`config.mk`:
```
export PLATFORM = sky130hd
export DESIGN_NAME = snail_debounce
export DESIGN_NICKNAME = d
export VERILOG_FILES = /design/src/rtl/snail_pkg.sv /design/src/rtl/snail_sync.sv /design/src/rtl/snail_debounce.sv
export SDC_FILE = /design/constraint.sdc
export NUM_CORES = 1
export LEC_CHECK = 0
export BUFFER_PORTS_ARGS = -buffer_cell sky130_fd_sc_hd__buf_2
export CORE_MARGIN = 1.5
export CORE_UTILIZATION = 28
export DETAILED_ROUTE_END_ITERATION = 10
export PLACE_DENSITY = 0.46
export SYNTH_ARGS = -nofsm -noshare
export SYNTH_HDL_FRONTEND = slang
export SYNTH_SLANG_ARGS = --single-unit
```
`constraint.sdc`:
```
create_clock -name clk -period 1.3 [get_ports clk]
set_clock_uncertainty 0.2 [all_clocks]
set_input_delay 0.065 -clock clk [delete_from_list [all_inputs] [get_ports clk]]
set_output_delay 0.065 -clock clk [all_outputs]
set_load 0.02 [all_outputs]
```
`src/rtl/snail_pkg.sv`:
```
// snail_pkg: shared types and defaults for the snail input-conditioning
// (debounce) stage and the downstream snail edge-detector stage.
package snail_pkg;

    // Default configuration for the debounce stage.
    localparam int DEF_SYNC_STAGES   = 2;
    localparam int DEF_STABLE_CYCLES = 4;

    // Debounce FSM: two stable levels, each with a qualifying state toward the other.
    typedef enum logic [1:0] {
        LOW     = 2'd0,
        TO_HIGH = 2'd1,
        HIGH    = 2'd2,
        TO_LOW  = 2'd3
    } db_state_t;

    // Edge-detector FSM state, kept alongside the debounce types so both stages agree.
    typedef enum logic [1:0] {
        ED_WAIT_HIGH = 2'd0,
        ED_RISE      = 2'd1,
        ED_WAIT_LOW  = 2'd2,
        ED_FALL      = 2'd3
    } ed_state_t;

endpackage

```
`src/rtl/snail_sync.sv`:
```
// snail_sync: N-flop synchronizer bringing an asynchronous level into clk.
// All stages clear to 0 on reset; q is the last stage.
module snail_sync #(
    parameter int N = 2
) (
    input  logic clk,
    input  logic _rst,
    input  logic d,
    output logic q
);

    logic [N-1:0] stage_reg;

    // Shift the raw level one stage per clock; stage 0 may go metastable, later stages settle.
    always_ff @(posedge clk or negedge _rst) begin
        if (!_rst) begin
            stage_reg <= '0;
        end else begin
            stage_reg <= {stage_reg[N-2:0], d};
        end
    end

    assign q = stage_reg[N-1];

endmodule

```
`src/rtl/snail_debounce.sv`:
```
// snail_debounce: synchronizes a bouncy raw input, qualifies each level
// change over STABLE_CYCLES consecutive identical samples, and produces a
// clean level (D_out) plus one-cycle rise/fall strobes.
// Optional build macro SNAIL_DEBOUNCE_GLITCH_CNT_EN adds an 8-bit saturating
// count of aborted qualifications on output glitch_cnt.
module snail_debounce
    import snail_pkg::*;
#(
    parameter int SYNC_STAGES   = DEF_SYNC_STAGES,
    parameter int STABLE_CYCLES = DEF_STABLE_CYCLES
) (
    input  logic       clk,
    input  logic       _rst,
    input  logic       raw_in,
    output logic       D_out,
    output logic       rise,
    output logic       fall,
`ifdef SNAIL_DEBOUNCE_GLITCH_CNT_EN
    output logic [7:0] glitch_cnt,
`endif
    output logic       busy
);

    localparam int CNT_W = $clog2(STABLE_CYCLES + 1);
    localparam logic [CNT_W-1:0] CNT_ONE  = CNT_W'(1);
    localparam logic [CNT_W-1:0] CNT_LAST = CNT_W'(STABLE_CYCLES - 1);

    logic             sync_q;
    db_state_t        state_reg;
    logic [CNT_W-1:0] cnt_reg;
    logic             d_out_reg;
    logic             rise_reg;
    logic             fall_reg;
    logic             busy_reg;

    snail_sync #(
        .N (SYNC_STAGES)
    ) u_sync (
        .clk  (clk),
        ._rst (_rst),
        .d    (raw_in),
        .q    (sync_q)
    );

    // Debounce FSM with its stability counter and all registered outputs.
    // Any sample matching the current stable level during qualification
    // drops straight back to that level with no pulse.
    always_ff @(posedge clk or negedge _rst) begin
        if (!_rst) begin
            state_reg <= LOW;
            cnt_reg   <= '0;
            d_out_reg <= 1'b0;
            rise_reg  <= 1'b0;
            fall_reg  <= 1'b0;
            busy_reg  <= 1'b0;
        end else begin
            rise_reg <= 1'b0;
            fall_reg <= 1'b0;
            case (state_reg)
                LOW: begin
                    if (sync_q) begin
                        state_reg <= TO_HIGH;
                        cnt_reg   <= CNT_ONE;
                        busy_reg  <= 1'b1;
                    end else begin
                        cnt_reg   <= '0;
                        busy_reg  <= 1'b0;
                    end
                end
                TO_HIGH: begin
                    if (!sync_q) begin
                        state_reg <= LOW;
                        cnt_reg   <= '0;
                        busy_reg  <= 1'b0;
                    end else if (cnt_reg == CNT_LAST) begin
                        state_reg <= HIGH;
                        cnt_reg   <= '0;
                        d_out_reg <= 1'b1;
                        rise_reg  <= 1'b1;
                        busy_reg  <= 1'b0;
                    end else begin
                        cnt_reg   <= cnt_reg + CNT_ONE;
                    end
                end
                HIGH: begin
                    if (!sync_q) begin
                        state_reg <= TO_LOW;
                        cnt_reg   <= CNT_ONE;
                        busy_reg  <= 1'b1;
                    end else begin
                        cnt_reg   <= '0;
                        busy_reg  <= 1'b0;
                    end
                end
                TO_LOW: begin
                    if (sync_q) begin
                        state_reg <= HIGH;
                        cnt_reg   <= '0;
                        busy_reg  <= 1'b0;
                    end else if (cnt_reg == CNT_LAST) begin
                        state_reg <= LOW;
                        cnt_reg   <= '0;
                        d_out_reg <= 1'b0;
                        fall_reg  <= 1'b1;
                        busy_reg  <= 1'b0;
                    end else begin
                        cnt_reg   <= cnt_reg + CNT_ONE;
                    end
                end
                default: begin
                    state_reg <= LOW;
                    cnt_reg   <= '0;
                    busy_reg  <= 1'b0;
                end
            endcase
        end
    end

`ifdef SNAIL_DEBOUNCE_GLITCH_CNT_EN
    logic       abort;
    logic [7:0] glitch_cnt_reg;

    assign abort = ((state_reg == TO_HIGH) && !sync_q) ||
                   ((state_reg == TO_LOW)  &&  sync_q);

    // Saturating count of qualifications abandoned because the level bounced back.
    always_ff @(posedge clk or negedge _rst) begin
        if (!_rst) begin
            glitch_cnt_reg <= 8'd0;
        end else if (abort && (glitch_cnt_reg != 8'hFF)) begin
            glitch_cnt_reg <= glitch_cnt_reg + 8'd1;
        end
    end

    assign glitch_cnt = glitch_cnt_reg;
`endif

    assign D_out = d_out_reg;
    assign rise  = rise_reg;
    assign fall  = fall_reg;
    assign busy  = busy_reg;

endmodule

```
==> flow_metrics.env, run 1 <==
export IMPL_io_buffer_count=6
export IMPL_largest_reg_flops=3
export IMPL_critPathCaptureType="register"
export IMPL_mostFrequentLayoutCells="dfrtp_1, buf_2, buf_4, nand2_1"
export IMPL_grt_pass1_wl_mm=1.25
export IMPL_final_common_cell="dfrtp_1"
export IMPL_rsz0062_at_grt="yes"
export IMPL_setup_violations=1
export IMPL_path_cells="ha_2 -> and3b_2 -> a21oi_2 -> o21ai_1"
export IMPL_final_area_um2=586
export IMPL_ys_warn_count=0
export IMPL_place_ws_ns=-0.0510
export IMPL_drt_iter0_markers=4
export IMPL_tns_ns=-0.000765
export IMPL_period_needed_ns=1.30
export IMPL_yosys_area_top_type="dfrtp_1"
export IMPL_timing_rr_end="D_out"
export IMPL_track_usage_pct=10.2
export IMPL_hp_class="reg -> reg"
export IMPL_rows=13
export IMPL_synth_area_leaders="dfrtp_1, nand2_1, a21oi_1, nor3b_1, nand2b_4"
export IMPL_dr_pass1_iters=2
export IMPL_detail_route_drc_violations=0
export IMPL_overflow=0
export IMPL_num_vias=295
export IMPL_die_y_um=41.6
export IMPL_slowest_stage="dfrtp_1"
export IMPL_crit_type="reg -> reg"
export IMPL_rrSetupSlack_ns=-0.0008
export IMPL_die_area_um2=1730
export IMPL_cts_buffers=3
export IMPL_syn_num_nets=37
export IMPL_cts_htree_levels=1
export IMPL_cts_root_buf="clkbuf_4"
export IMPL_area_growth_pct=40.1
export IMPL_status="complete, but fails checks"
export IMPL_grt_max_degree=12
export IMPL_placed_cell_area_um2=504
export IMPL_fp_coreArea_um2=1350
export IMPL_violations="negative setup slack"
export IMPL_antennaDiodeCount=0
export IMPL_cp_num_buf_inv=0
export IMPL_initial_utilization_pct=31.0
export IMPL_drtAntennaViolNets=0
export IMPL_netlist_area_leader_share_pct=65.9
export IMPL_ys_ff_latch=11
export IMPL_critPathMaxFanout=3
export IMPL_die_w_um=41.6
export IMPL_p_leak_nw=0.280
export IMPL_grt_pass1_vias=288
export IMPL_p_per_area_nw_per_um2=1820
export IMPL_io_pins=7
export IMPL_drive_gt1_share_pct=42.3
export IMPL_worstReg2RegStart="cnt_reg[0]"
export IMPL_ir_drop_mv=0.587
export IMPL_synth_area_per_cell_um2=12.7
export IMPL_ys_seq_area_share_pct=65.9
export IMPL_cpPeakStageDelay_ns=0.38
export IMPL_post_route_period_util_pct=100
export IMPL_cts_buffer_depth=2
export IMPL_startpoint_type="register"
export IMPL_cts_tree="built"
export IMPL_hold_viol=0
export IMPL_fmax_mhz=769
export IMPL_crit_start="cnt_reg[0]"
export IMPL_r2r_worst_path_cells=4
export IMPL_finalMaxSlewViolations=0
export IMPL_fin_ws_ns=-0.000765
export IMPL_via_per_inst=4.40
export IMPL_wl_per_cell_um=11.1
export IMPL_required_ns=1.24
export IMPL_wl_um=741
export IMPL_synthDistinctLibCells=13
export IMPL_synth_cells=33
export IMPL_critPathTopFamily="flip-flops"
export IMPL_cts_sinks=11
export IMPL_arrival_ns=1.24
export IMPL_relSlewSlack_pct=84.0
export IMPL_worstMarginPinSlew_ns=0.240
export IMPL_cap_violations=0
export IMPL_endpoint="D_out"
export IMPL_synth_area_um2=418
export IMPL_path_clk_slew_ns=0.07
export IMPL_gp_congestion=0.659
export IMPL_path_depth=4
export IMPL_grt_antenna_before_repair=0
export IMPL_nNetsFinal=57
export IMPL_clk_latency_ns=0.27
[final cells by class]
type                       count  area [um2]
timing repair buffer          15         105
clock buffer                   4        26.3
sequential                    11         275
multi-input combinational     22         160
tap                           15        18.8
fill                         130         764
[kinds of logic after synthesis]
group / after synthesis / share of synthesized area, %
AO/OA/AOI/OAI: 5 / 5.99
flip-flops: 11 / 65.9
AND/OR/NAND/NOR: 15 / 23.1
adder cells (fa/ha/maj): 1 / 2.99
XOR/XNOR: 1 / 2.10
[where the power goes]
part           internal [mW]  switching [mW]  leakage, nW  total, mW
Clock                  0.119           0.110       0.0150      0.229
Combinational          0.187           0.174        0.128      0.361
Sequential             0.422          0.0537        0.137      0.476
Total                  0.728           0.338        0.280       1.07
[how the worst min path moves through the flow]
stage                             start                  end  slack [ns]  cells past startpoint
floorplan                          _rst                D_out       -0.43                      0
global placement                   _rst           cnt_reg[2]       -0.26                      1
detailed placement                 _rst         state_reg[0]       -0.26                      1
CTS                 u_sync.stage_reg[0]  u_sync.stage_reg[1]        0.17                      0
global route        u_sync.stage_reg[0]  u_sync.stage_reg[1]        0.18                      0
finish              u_sync.stage_reg[0]  u_sync.stage_reg[1]        0.17                      0
[synthesized netlist by cell type]
master,instances
ha_1,1
a21oi_1,3
o21ai_0,2
and3b_1,1
nor2_1,2
nand3b_1,1
xnor2_1,1
nand2b_1,2
nand2_1,5
nor3b_1,2
nand2b_4,1
nor3b_2,1
dfrtp_1,11
[metal layers]
| metal | wire, um | vias up | GRT usage [%] |
|---|---|---|---|
| li1 | - | 150 | - |
| met1 | 350 | 139 | 12.1 |
| met2 | 359 | 6 | 13.8 |
| met3 | 31 | 0 | 6.52 |
| met4 | 0 | 0 | 5.81 |
| met5 | 0 | - | 0 |
[metrics by stage]
stage	std cells	hold WS [ns]	utilization, %	power [mW]
after floorplan	33	-0.431	-	0.670
after global placement	59	-0.263	37.3	0.799
after detailed placement	59	-0.258	37.3	0.812
after CTS	66	0.168	42.1	1.06
after global routing	67	0.178	43.4	1.15
final	67	0.169	43.4	1.07
[what timing repair did]
action | in CTS | in global routing
pin swaps | 3 | 2
buffers inserted | 0 | 1
hold buffers | 3 | 0
endpoints found under the hold margin | 12 | 0
cloned | 0 | 0
setup endpoints to repair | 3 | 3
resized for setup | 4 | 2
No activity file was read; power rests on OpenSTA's default activity.
==> run 2, diff against run 1 <==
--- a/config.mk
+++ b/config.mk
@@ -5,7 +5,7 @@
 export SDC_FILE = /design/constraint.sdc
 export NUM_CORES = 1
 export LEC_CHECK = 0
-export BUFFER_PORTS_ARGS = -buffer_cell sky130_fd_sc_hd__buf_2
+export BUFFER_PORTS_ARGS = -buffer_cell sky130_fd_sc_hd__buf_4
 export CORE_MARGIN = 1.5
 export CORE_UTILIZATION = 28
 export DETAILED_ROUTE_END_ITERATION = 10
==> constraint.sdc (replaced) <==
create_clock -name clk -period 1.3 [get_ports clk]
set_clock_uncertainty 0.2 [all_clocks]
set_input_delay 0.065 -clock clk [delete_from_list [all_inputs] [get_ports clk]]
set_output_delay 0.065 -clock clk [all_outputs]
set_load 0.05 [all_outputs]
==> run 2 against run 1 <==
- the flow now finishes without violations
- critical endpoint unchanged
- count of clock-buffer cells in the layout unchanged
- non-clock buffer count is 1 lower
- clock power fell by 2%
- core utilization is 0.56 points higher
- fmax rose by 3.0%
- routed wire length decreased by 8.6%
- combinational power rose by 11%
- worst setup slack improved by 0.038 ns
- largest cell class unchanged
- worst hold slack got worse by 0.0086 ns
- highest routed layer is now met4
- sequential cell count unchanged
==> flow_metrics.env, run 2 (synthesized netlist as in run 1, its figures left out) <==
export IMPL_mostFrequentLayoutCells="dfrtp_1, buf_4, nand2_1, clkbuf_4, dlygate4sd3_1"
export IMPL_cts_htree_levels=1
export IMPL_finalMaxSlewViolations=0
export IMPL_die_w_um=41.6
export IMPL_worstReg2RegStart="cnt_reg[1]"
export IMPL_r2r_worst_path_cells=4
export IMPL_grt_pass1_vias=271
export IMPL_overflow=0
export IMPL_wl_per_cell_um=10.3
export IMPL_finalPower_mw=1.10
export IMPL_cts_root_buf="clkbuf_4"
export IMPL_die_y_um=41.6
export IMPL_critPathMaxFanout=3
export IMPL_seq_area_um2=275
export IMPL_critPathCaptureType="register"
export IMPL_drt_iter0_markers=2
export IMPL_rows=13
export IMPL_path_clk_slew_ns=0.07
export IMPL_grt_pass1_wl_mm=1.15
export IMPL_p_leak_nw=0.278
export IMPL_die_area_um2=1730
export IMPL_rrSetupSlack_ns=0.04
export IMPL_nFillCells=134
export IMPL_fp_coreArea_um2=1350
export IMPL_p_per_area_nw_per_um2=1850
export IMPL_fmax_mhz=792
export IMPL_drive_gt1_share_pct=41.2
export IMPL_io_buffer_count=6
export IMPL_initial_utilization_pct=31.0
export IMPL_required_ns=1.25
export IMPL_io_pins=7
export IMPL_whs_endpoint="u_sync.stage_reg[1]"
export IMPL_hold_depth=0
export IMPL_ir_drop_mv=0.641
export IMPL_dr_pass1_iters=2
export IMPL_wl_um=677
export IMPL_gp_congestion=0.640
export IMPL_cts_buffer_depth=2
export IMPL_timing_rr_end="D_out"
export IMPL_rsz0062_at_grt="yes"
export IMPL_whs_ns=0.160
export IMPL_hold_viol=0
export IMPL_drtAntennaViolNets=0
export IMPL_post_route_period_util_pct=97.2
export IMPL_dp_hpwl_um=482
export IMPL_area_growth_pct=41.9
export IMPL_crit_type="reg -> reg"
export IMPL_relSlewSlack_pct=86.1
export IMPL_via_per_inst=4.36
export IMPL_nNetsFinal=56
export IMPL_cap_violations=0
export IMPL_grt_antenna_before_repair=0
export IMPL_worstMarginPinSlew_ns=0.208
export IMPL_cts_tree="built"
export IMPL_arrival_ns=1.21
export IMPL_hp_class="reg -> reg"
export IMPL_cts_sinks=11
export IMPL_detail_route_drc_violations=0
export IMPL_startpoint_type="register"
export IMPL_multiInputGateArea_um2=160
export IMPL_cts_buffers=3
export IMPL_largest_reg_flops=3
export IMPL_status="finished, final reports clean"
export IMPL_setup_violations=0
export IMPL_hold_start="u_sync.stage_reg[0]"
export IMPL_track_usage_pct=9.12
export IMPL_grt_max_degree=12
export IMPL_num_vias=288
export IMPL_antennaDiodeCount=0
export IMPL_clk_latency_ns=0.26
export IMPL_period_needed_ns=1.26
## run 2: changes by cell type in the layout (fill, tap and decap cells not counted)
cell	previous run	this run
o21ai_0	1	0
o21ai_1	1	2
buf_2	6	0
buf_4	6	11
## run 2: report_power, final
| part | total, mW | switching (mW) | internal (mW) |
|---|---|---|---|
| clock network | 0.225 | 0.107 | 0.119 |
| registers | 0.474 | 0.0517 | 0.422 |
| logic | 0.399 | 0.208 | 0.191 |
| total | 1.10 | 0.366 | 0.731 |
## run 2: layout make-up
type	instances	area share, %
repair buffers	14	19.0
clock buffers	4	4.43
flip-flops and latches	11	46.4
well taps	15	3.16
multi-input cells	22	27.0
## run 2: critical path, stage by stage (launching register included)
cell and delay [ns]:
dfrtp_1 0.37, ha_2 0.19, and3b_2 0.22, a21oi_2 0.11, o21ai_1 0.07
## run 2: timing repair
action | CTS | global route
pin swaps | 0 | 3
gates resized for setup | 2 | 5
setup endpoints to repair | 3 | 3
buffers inserted | 0 | 1
hold buffers | 3 | 0
endpoints found under the hold margin | 12 | 0
## run 2: per-layer routing
metal	up-vias	global-route usage (%)	routed length, um
met2	8	12.8	311
li1	146	-	-
met1	132	11.3	317
met5	-	0	0
met3	2	6.52	42
met4	0	1.94	6
## run 2: how the worst max path moves through the flow
| stage | endpoint | cells after the start | from |
|---|---|---|---|
| 6_report | D_out | 4 | cnt_reg[1] |
| 5_1_grt | D_out | 4 | cnt_reg[0] |
| 4_1_cts | D_out | 4 | cnt_reg[0] |
| 3_5_place_dp | cnt_reg[0] | 5 | cnt_reg[0] |
| 3_3_place_gp | cnt_reg[0] | 5 | cnt_reg[0] |
| 2_1_floorplan | D_out | 4 | cnt_reg[0] |
## run 2: stage by stage
stage | instance area (um2) | setup WS, ns | cells | util, % | setup TNS (ns)
finish | 593 | 0.0370 | 66 | 43.9 | 0
global route | 593 | -0.0148 | 66 | 43.9 | -0.0148
detailed placement | 512 | -0.00889 | 58 | 37.9 | -0.0142
global placement | 512 | -0.00206 | 58 | 37.9 | -0.00240
CTS | 578 | 0.0165 | 65 | 42.8 | 0
floorplan | 418 | 0.00305 | 33 | - | 0
